File: src/rtl/serial_subtractor_ctrl.sv
`default_nettype none
// ============================================================================
//  Module      : serial_subtractor_ctrl
//  Description : Bit-serial a - b - bin using one time-shared full-subtractor
//                slice, LSB first, with valid/ready handshakes on both sides.
//  Revision    : 1.0 - initial release
// ============================================================================
module serial_subtractor_ctrl #(
    parameter int WIDTH = 8
) (
    input  logic             clk,
    input  logic             rst,
    input  logic             in_valid,
    output logic             in_ready,
    input  logic [WIDTH-1:0] a,
    input  logic [WIDTH-1:0] b,
    input  logic             bin,
    output logic             out_valid,
    input  logic             out_ready,
    output logic [WIDTH-1:0] diff,
    output logic             borrow_out,
    output logic             busy
);

    localparam int              c_CW   = (WIDTH > 1) ? $clog2(WIDTH) : 1;
    localparam logic [c_CW-1:0] c_LAST = c_CW'(WIDTH - 1);

    localparam logic [1:0] c_IDLE = 2'd0;
    localparam logic [1:0] c_RUN  = 2'd1;
    localparam logic [1:0] c_DONE = 2'd2;

    logic [1:0]       r_state;
    logic [WIDTH-1:0] r_sa;
    logic [WIDTH-1:0] r_sb;
    // Only WIDTH-1 result bits need storage; the last bit goes straight to diff.
    logic [WIDTH-2:0] r_sr;
    logic             r_br;
    logic [c_CW-1:0]  r_cnt;
    logic [WIDTH-1:0] r_diff;
    logic             r_borrow;

    logic             w_d;
    logic             w_bnext;
    logic [WIDTH-1:0] w_sr_next;

    assign w_d       = r_sa[0] ^ r_sb[0] ^ r_br;
    assign w_bnext   = (~r_sa[0] & r_sb[0]) | (~(r_sa[0] ^ r_sb[0]) & r_br);
    assign w_sr_next = {w_d, r_sr};

    always_ff @(posedge clk or posedge rst) begin
        if (rst) begin
            r_state  <= c_IDLE;
            r_sa     <= '0;
            r_sb     <= '0;
            r_sr     <= '0;
            r_br     <= 1'b0;
            r_cnt    <= '0;
            r_diff   <= '0;
            r_borrow <= 1'b0;
        end else begin
            case (r_state)
                c_IDLE: begin
                    if (in_valid) begin
                        r_sa    <= a;
                        r_sb    <= b;
                        r_br    <= bin;
                        r_cnt   <= '0;
                        r_state <= c_RUN;
                    end
                end
                c_RUN: begin
                    r_sa <= r_sa >> 1;
                    r_sb <= r_sb >> 1;
                    r_sr <= w_sr_next[WIDTH-1:1];
                    r_br <= w_bnext;
                    if (r_cnt == c_LAST) begin
                        r_diff   <= w_sr_next;
                        r_borrow <= w_bnext;
                        r_cnt    <= '0;
                        r_state  <= c_DONE;
                    end else begin
                        r_cnt <= r_cnt + 1'b1;
                    end
                end
                c_DONE: begin
                    if (out_ready) begin
                        r_state <= c_IDLE;
                    end
                end
                default: r_state <= c_IDLE;
            endcase
        end
    end

    assign in_ready   = (r_state == c_IDLE);
    assign out_valid  = (r_state == c_DONE);
    assign busy       = (r_state == c_RUN) || (r_state == c_DONE);
    assign diff       = r_diff;
    assign borrow_out = r_borrow;

endmodule
`default_nettype wire

File: config.mk
export PLATFORM = sky130hd
export DESIGN_NAME = serial_subtractor_ctrl
export DESIGN_NICKNAME = d
export VERILOG_FILES = /design/src/rtl/serial_subtractor_ctrl.sv
export SDC_FILE = /design/constraint.sdc
export NUM_CORES = 1
export LEC_CHECK = 0
export ABC_AREA = 1
export CORE_MARGIN = 2
export CORE_UTILIZATION = 50
export CTS_CLUSTER_SIZE = 16
export DETAILED_ROUTE_END_ITERATION = 16
export DONT_BUFFER_PORTS = 1
export PLACE_DENSITY = 0.64
export REMOVE_ABC_BUFFERS = 1
export SYNTH_ARGS = -nofsm -noshare
export SYNTH_HDL_FRONTEND = slang
export SYNTH_SLANG_ARGS = --single-unit
File: constraint.sdc
create_clock -name clk -period 1.7 [get_ports clk]
set_clock_uncertainty 0.15 [all_clocks]
set_input_delay 0.34 -clock clk [delete_from_list [all_inputs] [get_ports clk]]
set_output_delay 0.34 -clock clk [all_outputs]
set_load 0.005 [all_outputs]
==> results of run 1 <==
## worst reg2reg max path, stage by stage (launching register included)
cell and delay, ns:
dfrtp_1 0.39, buf_4 0.14, ha_1 0.30, nand2_4 0.12, nand2_4 0.11, inv_4 0.19
nand2_1 0.10, nand2_1 0.06
## routing by layer
metal | wire, um | GRT usage (%) | vias to the layer above
li1 | - | - | 693
met1 | 1397 | 21.69 | 616
met2 | 1696 | 30.60 | 46
met3 | 222 | 6.338 | 5
met4 | 36 | 7.065 | 0
met5 | 0 | 0 | -
## metrics by stage
stage / TNS, ns / std cells / power (mW)
after floorplan: -7.698 / 214 / 2.283
after global placement: 0 / 266 / 2.605
after detailed placement: 0 / 266 / 2.677
after CTS: 0 / 278 / 3.476
after global routing: -0.03775 / 279 / 3.773
final: 0 / 279 / 3.452
## flip-flops by register name, indices dropped and copies added (netlist names)
signal and count:
r_state 2, diff 8, r_sb 8, r_sa 8, borrow_out 1, r_cnt 3, r_br 1, r_sr 7
## synth_stat cells (all sizes together)
cell type	number	area share, %
ha	6	4.2
nand3	6	1.7
fa	1	1.1
buf	9	3.8
nand2	125	27
nand4	2	0.69
inv	18	3.9
dfrtp	38	53
o21ai	17	4.7
nor2	1	0.21
## power breakdown
group	internal (mW)	total, mW	leakage (nW)	switching, mW
clock network	0.460	0.769	0.0554	0.309
logic	0.484	1.31	0.546	0.826
registers	1.21	1.37	0.496	0.160
total	2.16	3.45	1.10	1.29
## worst paths after layout
kind | endpoint | slack [ns]
max | in_ready | 0.06
min | r_state[0]$_DFFE_PP0P_ | 0.02
max reg2reg | r_cnt[1]$_DFFE_PP0P_ | 0.10
min reg2reg | r_sb[6]$_DFFE_PP0P_ | 0.33
max in group asynchronous | r_state[1]$_DFFE_PP0P_ | 0.82
min in group asynchronous | borrow_out$_DFFE_PP0P_ | 0.29
## kinds of logic after synthesis
group / share of synthesized area, %
adder cells (fa/ha/maj): 5.274
AO/OA/AOI/OAI: 4.719
flip-flops: 52.74
buffers and inverters: 7.703
AND/OR/NAND/NOR: 29.56
## what timing repair did
item	in CTS	in global routing
gates resized for setup	0	2
endpoints found under the hold margin	40	0
setup buffers	1	1
hold buffers	3	0
gates cloned	0	0
endpoints found under the setup margin	1	30
## area by class of cell
cell class	instances	area (um^2)	area share [%]
Clock inverter	3	68.82	3.435
Tap cell	46	57.56	2.873
Sequential cell	38	950.9	47.47
Clock buffer	5	37.54	1.874
Multi-Input combinational cell	158	715.7	35.73
Timing Repair Buffer	11	102.6	5.122
Inverter	18	70.07	3.498
==> results by group, run 1 <==
Run status
  – Status: finished, final reports clean

Cells and area
  – Final Util: 59.10%
  – Most common cell after layout, fill and taps aside: nand2_1
  – Share of cells above drive strength 1: under 10%
  – P&R area growth vs syn: 11.10%
  – Fill cells: 322
  – Final net count: 260
  – Fin area: approximately 2000 um^2
  – Commonest cells after routing, fill and taps aside: nand2_1, dfrtp_1, inv_1, o21ai_0, buf_4
  – Diodes inserted: 0

Timing
  – Post-route setup slack: around 0.063 ns
  – RSZ-0062 raised after global routing: yes
  – Hold Worst Slack: about 0.017 ns
  – Slew @ Worst Pin: just over 0.3 ns
  – Fmax: 0.6109 GHz
  – Final Max Tran Viols: 0
  – Rel. slew slack: 79.82%
  – Period utilization: a little over nine tenths
  – Final Hold Vio Count: 0
  – Final setup fails: 0
  – Tmin final: about 1.6 ns

Min path
  – Hold Startpoint: in_valid
  – Worst hold-check path type: input port to flip-flop
  – Hold depth: 2

Die
  – IO Pins: 33
  – Initial Util: a little over half
  – DIE AREA: a little over 4000 um^2
  – Core area: around 3400 um^2
  – Die height: ~64 um
  – Chip width: roughly 64 um
  – FP Rows: 21

Synth
  – Avg Inst Size Synth: approximately 8 um^2
  – Synth warn: 0
  – Seq/Total Area, Yosys: 52.74%
  – Synth cell types: 17
  – #FFs+latches synth: 38
  – Area of the mapped netlist: 1803 um^2
  – Mapped Cells: 223

Routing
  – Vias per cell: between 4 and 5
  – Mean routed wirelength per cell: between 10 and 15 um
  – Vias: 1360
  – Antenna Nets Post-Route: 0
  – Drt initial violations: between 60 and 70
  – Drt drc: 0
  – DR pass1 iterations: 4
  – Final wirelength: ~3400 um

Global routing
  – Vias in the first global route: 1310
  – Pin count of the biggest net entering global routing: 24
  – GR Overflow Total: 0
  – Initial antenna violation count: 0
  – Total GRT Usage: about 18%
  – Global-route wire length before repair: between 5000 and 6000 um

Clock tree
  – Root Buffer Master: clkbuf_4
  – Num CTS Buffers: 5
  – Clk sink count: 38
  – Longest Clk Path Bufs: 2
  – Htree depth: 2
  – Clock transition at path regs: 0.11 ns
  – CTS tree: yes
  – Clock Latency Late Sink: approximately 0.34 ns

Worst setup path
  – Maximum fanout along the worst path: 3
  – Slowest stage cell, crit path: dfrtp_1
  – Type of the worst setup path: flip-flop to primary output
  – WP buf/inv: 2
  – Critical path's largest stage delay: 0.42 ns
  – Arrival @ worst endpoint: about 1.2 ns
  – Critical Path RT: 1.21 ns
  – Origin of the worst setup path: r_state[1]$_DFFE_PP0P_
  – Worst path depth: 3
  – Critical path's top delay family: flip-flops
  – Critical Path End Type: primary output
  – CP cell instances: inv_2, ha_2, buf_4
  – Startpoint Class: flip-flop
  – R2r startpoint: r_state[0]$_DFFE_PP0P_
  – R2R cell count: 7

Placement
  – Post-Place Worst Slack: 0.09725 ns
  – Placed cell areas: ~1800 um^2
  – HPWL after detailed placement: 2333 um
  – IO buf count: 0
  – Final Wtd Congestion: 0.7373

Pwr
  – Pwr/cell area: between 1500 and 2000 nW/um^2
  – Worst VDD drop: approximately 0.00082 V
  – LEAKAGE: around 1.1 nW

Flow run
  – Maxcap violations: 0
Note: power is estimated with default switching activity, not from simulation.
==> inputs of run 2 (changes only) <==
--- a/config.mk
+++ b/config.mk
@@ -13,6 +13,7 @@
 export DONT_BUFFER_PORTS = 1
 export PLACE_DENSITY = 0.64
 export REMOVE_ABC_BUFFERS = 1
+export SKIP_LAST_GASP = 1
 export SYNTH_ARGS = -nofsm -noshare
 export SYNTH_HDL_FRONTEND = slang
 export SYNTH_SLANG_ARGS = --single-unit
==> constraint.sdc (replaced) <==
create_clock -name clk -period 2 [get_ports clk]
set_clock_uncertainty 0.15 [all_clocks]
set_input_delay 0.4 -clock clk [delete_from_list [all_inputs] [get_ports clk]]
set_output_delay 0.4 -clock clk [all_outputs]
set_load 0.005 [all_outputs]
==> run 2 against run 1 <==
  * Routed wire length decreased by 8.7%
  * Largest cell class unchanged
  * First-iteration DRC count increased by 3.0%
  * Flip-flop and latch count unchanged
  * Utilization decreased by 3.4 points
  * Setup slack improved by 0.24 ns
  * Critical path depth increased by 4
  * Register-to-register slack improved by 0.21 ns
  * Combinational power decreased by 23%
  * Sequential power decreased by 15%
==> results by group, run 2 (synthesized netlist as in run 1, its figures left out) <==
Run status
  – Status: finished, final reports clean (unchanged)

Placement
  – HPWL after detailed placement: 2235 um (was 2333 um)
  – IO buf count: 0 (unchanged)
  – Final Wtd Congestion: 0.7576 (was 0.7373)
  – Post-Place Worst Slack: 0.3049 ns (was 0.09725 ns)

Timing
  – Final setup fails: 0 (unchanged)
  – Tmin final: between 1.5 and 2 ns
  – Period utilization: a little over four fifths
  – Fmax: between 0.5 and 0.6 GHz
  – Post-route setup slack: 0.3050 ns (was 0.06296 ns)
  – Rel. slew slack: 64.81% (was 79.82%)
  – Final Hold Vio Count: 0 (unchanged)
  – RSZ-0062 raised after global routing: no (was yes)
  – Slew @ Worst Pin: 0.5273 ns (was 0.3027 ns)
  – Hold Worst Slack: 0.05084 ns (was 0.01669 ns)
  – Setup tns final: 0 ns (unchanged)
  – Final Max Tran Viols: 0 (unchanged)

Pwr
  – Worst VDD drop: 0.0006244 V (was 0.0008248 V)
  – Comb power frac: 39.3% (was 38.0%)
  – P_sw: 1.035 mW (was 1.295 mW)
  – Flop pwr share: 45.8% (was 39.8%)
  – Clock power share: 14.9% (was 22.3%)
  – LEAKAGE: 1.040 nW (was 1.097 nW)
  – Net Sw Frac: 40.43% (was 37.51%)
  – Pwr/cell area: 1355 nW/um^2 (was 1723 nW/um^2)
  – Pint: 1.524 mW (was 2.157 mW)

Clock tree
  – Num CTS Buffers: 5 (unchanged)
  – Clock Latency Late Sink: 0.33 ns (was 0.34 ns)
  – PostCTS Resize Cnt: 0 (unchanged)
  – Longest Clk Path Bufs: 2 (unchanged)
  – Hold_buf cts: 1 (was 3)
  – Root Buffer Master: clkbuf_4 (unchanged)
  – Clk sink count: 38 (unchanged)
  – Htree depth: 2 (unchanged)
  – CTS tree: yes (unchanged)
  – # Post-CTS Setup Buffers: 0 (was 1)
  – Clock transition at path regs: 0.10 ns (was 0.11 ns)

Worst setup path
  – Worst path depth: 7 (was 3)
  – WP buf/inv: 2 (unchanged)
  – Slowest stage cell, crit path: dfrtp_1 (unchanged)
  – Arrival @ worst endpoint: 1.77 ns (was 1.15 ns)
  – Startpoint Class: flip-flop (unchanged)
  – Critical Path End Type: flip-flop (was primary output)
  – Critical path's top delay family: flip-flops (unchanged)
  – Maximum fanout along the worst path: 20 (was 3)
  – R2R cell count: 7 (unchanged)
  – Type of the worst setup path: flip-flop to flip-flop (was flip-flop to primary output)
  – Critical Path RT: 2.07 ns (was 1.21 ns)
  – CP cell instances: inv_1, ha_1, nand2_4, nand2_4, inv_4, nand2_1, nand2_1 (was inv_2, ha_2, buf_4)
  – Critical path's largest stage delay: 0.41 ns (was 0.42 ns)

Routing
  – Vias per cell: 4.867 (was 4.875)
  – Final wirelength: 3062 um (was 3353 um)
  – Vias: 1314 (was 1360)
  – DR pass1 iterations: 4 (unchanged)
  – Antenna Nets Post-Route: 0 (unchanged)
  – Mean routed wirelength per cell: 11.34 um (was 12.02 um)
  – Drt initial violations: 69 (was 67)
  – Drt drc: 0 (unchanged)

Global routing
  – Pin count of the biggest net entering global routing: 27 (was 24)
  – Vias in the first global route: 1171 (was 1310)
  – Initial antenna violation count: 0 (unchanged)
  – Global-route wire length before repair: 5340 um (was 5789 um)
  – Total GRT Usage: 17.06% (was 18.35%)
  – GR Overflow Total: 0 (unchanged)

Cells and area
  – Final net count: 253 (was 260)
  – Most common cell after layout, fill and taps aside: nand2_1 (unchanged)
  – P&R area growth vs syn: 4.719% (was 11.10%)
  – Share of cells above drive strength 1: 6.250% (was 9.871%)
  – Commonest cells after routing, fill and taps aside: nand2_1, dfrtp_1, inv_1 (was nand2_1, dfrtp_1, inv_1, o21ai_0, buf_4)
  – Diodes inserted: 0 (unchanged)

Flow run
  – Maxcap violations: 0 (unchanged)

Die
  – Chip width: 64.05 um (unchanged)
  – Core area: 3390 um^2 (unchanged)
  – Die height: 64.05 um (unchanged)
  – FP Rows: 21 (unchanged)
  – Initial Util: 53.19% (unchanged)
  – DIE AREA: 4102 um^2 (unchanged)
  – IO Pins: 33 (unchanged)

Min path
  – Worst hold-check path type: input port to flip-flop (unchanged)
  – Hold depth: 2 (unchanged)
-- run 2: worst paths after layout --
check                                        from                endpoint  slack (ns)
max reg2reg                r_state[1]$_DFFE_PP0P_     r_sa[7]$_DFFE_PP0P_        0.31
max in group asynchronous                     rst    r_cnt[0]$_DFFE_PP0P_        0.79
min reg2reg                   r_sa[6]$_DFFE_PP0P_     r_sa[6]$_DFFE_PP0P_        0.33
min in group asynchronous                     rst  borrow_out$_DFFE_PP0P_        0.39
min                                          b[7]     r_sb[7]$_DFFE_PP0P_        0.05
max                        r_state[1]$_DFFE_PP0P_     r_sa[7]$_DFFE_PP0P_        0.31
-- run 2: cell type report --
type	instances	area, um^2
Sequential cell	38	950.9
Tap cell	46	57.56
Inverter	18	70.07
Timing Repair Buffer	4	45.04
Clock buffer	6	51.30
Multi-Input combinational cell	158	713.2
Fill cell	348	1501
-- run 2: routing by layer --
layer | GRT usage (%) | wire length (um) | up-vias
li1 | - | - | 682
met1 | 20.91 | 1370 | 596
met2 | 27.34 | 1480 | 32
met3 | 6.866 | 176 | 4
met4 | 5.707 | 34 | 0
met5 | 0 | 0 | -
-- run 2: power groups by stage --
stage          sequential, mW  clock, mW  combinational, mW
2_1_floorplan            1.15          0              0.789
3_3_place_gp             1.18          0              0.981
4_1_cts                  1.17      0.395               1.03
3_5_place_dp             1.19          0               1.03
6_report                 1.17      0.381               1.01
5_1_grt                  1.20      0.433               1.19
-- run 2: stage by stage --
step	cells	cell area, um^2	total power, mW	util [%]
finish	270	1888	2.559	55.70
global route	270	1888	2.821	55.70
CTS	270	1888	2.602	55.70
detailed placement	263	1827	2.219	53.89
global placement	263	1827	2.157	53.89
floorplan	214	1734	1.940	-
==> inputs of run 3 (changes only) <==
--- a/config.mk
+++ b/config.mk
@@ -11,7 +11,7 @@
 export CTS_CLUSTER_SIZE = 16
 export DETAILED_ROUTE_END_ITERATION = 16
 export DONT_BUFFER_PORTS = 1
-export PLACE_DENSITY = 0.64
+export PLACE_DENSITY = 0.67
 export REMOVE_ABC_BUFFERS = 1
 export SKIP_LAST_GASP = 1
 export SYNTH_ARGS = -nofsm -noshare
==> constraint.sdc (replaced) <==
create_clock -name clk -period 1.4 [get_ports clk]
set_clock_uncertainty 0.15 [all_clocks]
set_input_delay 0.28 -clock clk [delete_from_list [all_inputs] [get_ports clk]]
set_output_delay 0.28 -clock clk [all_outputs]
set_load 0.005 [all_outputs]
==> run 3 against run 2 <==
  * Combinational power increased by 140%
  * Utilization grew 17 points
  * The flow now finishes with violations (negative setup slack)
  * Largest cell class unchanged
  * Total power is 85% higher
  * Cell area is 31% higher
  * Critical path depth decreased by 4
  * Routed wire length is 31% higher
  * Global-route usage is 4.0 points higher
  * Sequential share of layout area is 12 points lower
  * Register-to-register slack lost 0.46 ns
==> results by group, run 3 (synthesized netlist as in run 1, its figures left out) <==
Clock tree
  – Clock transition at path regs: 0.11 ns (was 0.10 ns)
  – Root Buffer Master: clkbuf_4 (unchanged)
  – Num CTS Buffers: 5 (unchanged)
  – CTS tree: yes (unchanged)
  – Clock Latency Late Sink: 0.35 ns (was 0.33 ns)
  – Htree depth: 2 (unchanged)
  – Longest Clk Path Bufs: 2 (unchanged)
  – Clk sink count: 38 (unchanged)

Cells and area
  – P&R area growth vs syn: 37.47% (was 4.719%)
  – Fin area: 2479 um^2 (was 1888 um^2)
  – Share of cells above drive strength 1: 21.64% (was 6.250%)
  – Final net count: 295 (was 253)
  – Diodes inserted: 0 (unchanged)
  – Commonest cells after routing, fill and taps aside: nand2_1, dfrtp_1, dlygate4sd3_1 (was nand2_1, dfrtp_1, inv_1)
  – Most common cell after layout, fill and taps aside: nand2_1 (unchanged)

Worst setup path
  – Slowest stage cell, crit path: dfrtp_1 (unchanged)
  – Critical path's top delay family: flip-flops (unchanged)
  – Most frequent cell on the critical path: buf_4
  – Critical Path RT: 0.97 ns (was 2.07 ns)
  – Maximum fanout along the worst path: 2 (was 20)
  – Critical Path End Type: primary output (was flip-flop)
  – CP cell instances: buf_4, ha_4, buf_4 (was inv_1, ha_1, nand2_4, nand2_4, inv_4, nand2_1, nand2_1)
  – Arrival @ worst endpoint: 1.18 ns (was 1.77 ns)
  – WP buf/inv: 2 (unchanged)
  – Startpoint Class: flip-flop (unchanged)
  – Type of the worst setup path: flip-flop to primary output (was flip-flop to flip-flop)
  – Critical path's largest stage delay: 0.40 ns (was 0.41 ns)

Timing
  – Final Hold Vio Count: 0 (unchanged)
  – Final Max Tran Viols: 0 (unchanged)
  – Slew @ Worst Pin: 0.2048 ns (was 0.5273 ns)
  – Period utilization: 115.2%
  – Tmin final: roughly 1.6 ns
  – Post-route setup slack: -0.2124 ns (was 0.3050 ns)
  – Fmax: approximately 0.62 GHz
  – Setup tns final: -3.602 ns (was 0 ns)
  – Rel. slew slack: 86.34% (was 64.81%)
  – RSZ-0062 raised after global routing: yes (was no)
  – Hold Worst Slack: 0.002916 ns (was 0.05084 ns)
  – Final setup fails: 39 (was 0)

Global routing
  – Met2 GRT Util: 36.98% (was 27.34%)
  – Most used routing layer: met2 (unchanged)
  – GR Overflow Total: 0 (unchanged)
  – Total GRT Usage: 21.09% (was 17.06%)
  – Pin count of the biggest net entering global routing: 39 (was 27)
  – Vias in the first global route: 1469 (was 1171)
  – Initial antenna violation count: 0 (unchanged)
  – Global-route wire length before repair: 6603 um (was 5340 um)
  – Global routing usage on met3: 5.986% (was 6.866%)
  – Met1 usage in global routing: 24.88% (was 20.91%)

Pwr
  – Worst VDD drop: 0.001336 V (was 0.0006244 V)
  – Pwr/cell area: 1909 nW/um^2 (was 1355 nW/um^2)
  – Total Power: 4.732 mW (was 2.559 mW)
  – LEAKAGE: 1.288 nW (was 1.040 nW)

Run status
  – Failing checks: negative setup slack
  – Status: complete, but fails checks (was finished, final reports clean)

Die
  – Die height: 64.05 um (unchanged)
  – FP Rows: 21 (unchanged)
  – Chip width: 64.05 um (unchanged)
  – IO Pins: 33 (unchanged)
  – Initial Util: 53.19% (unchanged)
  – Core area: 3390 um^2 (unchanged)
  – DIE AREA: 4102 um^2 (unchanged)

Routing
  – Drt drc: 0 (unchanged)
  – Vias per cell: 4.825 (was 4.867)
  – Drt initial violations: 80 (was 69)
  – Mean routed wirelength per cell: 12.75 um (was 11.34 um)
  – Vias: 1515 (was 1314)
  – Final wirelength: 4005 um (was 3062 um)
  – DR pass1 iterations: 4 (unchanged)
  – Antenna Nets Post-Route: 0 (unchanged)

Placement
  – Placed cell areas: 1949 um^2 (was 1827 um^2)
  – IO buf count: 0 (unchanged)
  – Final Wtd Congestion: 0.7698 (was 0.7576)
  – HPWL after detailed placement: 2292 um (was 2235 um)

Flow run
  – Maxcap violations: 0 (unchanged)

Min path
  – Worst hold-check path type: input port to flip-flop (unchanged)
-- run 3: report_power, final --
group          internal, mW  leakage, nW  switching, mW
combinational          1.12        0.757           1.33
clock                 0.244       0.0353          0.366
sequential             1.47        0.496          0.198
-- run 3: metrics by stage --
| step | util, % | cells | setup WS, ns |
|---|---|---|---|
| 2_1_floorplan | - | 214 | -0.5932 |
| 3_3_place_gp | 57.51 | 276 | -0.04671 |
| 3_5_place_dp | 57.51 | 276 | -0.07713 |
| 4_1_cts | 70.25 | 309 | -0.2101 |
| 5_1_grt | 73.13 | 314 | -0.2625 |
| 6_report | 73.13 | 314 | -0.2124 |
-- run 3: layout make-up --
class | count | area, um^2
fillers | 246 | 910.9
well taps | 46 | 57.56
clock buffers | 7 | 55.05
flip-flops and latches | 38 | 950.9
inverters | 18 | 85.08
multi-input cells | 160 | 865.8
repair buffers | 43 | 447.9
repair inverters | 1 | 11.26
clock inverters | 1 | 5.005
-- run 3: layer usage --
layer  part of all wire, %  wire, um
met1                    42      1664
met2                    53      2133
met3                   3.8       152
met4                   1.4        55
met5                     0         0
-- run 3: final timing paths --
| path | startpoint | to | slack [ns] | cells after the start |
|---|---|---|---|---|
| worst min-delay path | a[1] | r_sa[1]$_DFFE_PP0P_ | 0.003 | 4 |
| worst max-delay path | r_state[1]$_DFFE_PP0P_ | out_valid | -0.21 | 3 |
| min in group asynchronous | rst | r_sb[2]$_DFFE_PP0P_ | 0.29 | 3 |
| worst min register to register | r_br$_DFFE_PP0P_ | r_br$_DFFE_PP0P_ | 0.33 | 2 |
| max in group asynchronous | rst | r_sr[4]$_DFFE_PP0N_ | 0.62 | 3 |
| worst max register to register | r_state[0]$_DFFE_PP0P_ | r_sb[1]$_DFFE_PP0P_ | -0.15 | 8 |
-- run 3: timing repair --
item,in CTS,in global routing
gates resized for setup,32,28
gates cloned,2,1
pin swaps,2,5
endpoints found under the setup margin,34,41
buffers inserted,6,4
endpoints found under the hold margin,54,0
hold buffers,17,0
-- run 3: tightest hold or removal path, cell delays in order --
cell and delay [ns]:
nand2_1 0.04, nand2_1 0.06, nand2_1 0.04, nand2_1 0.05
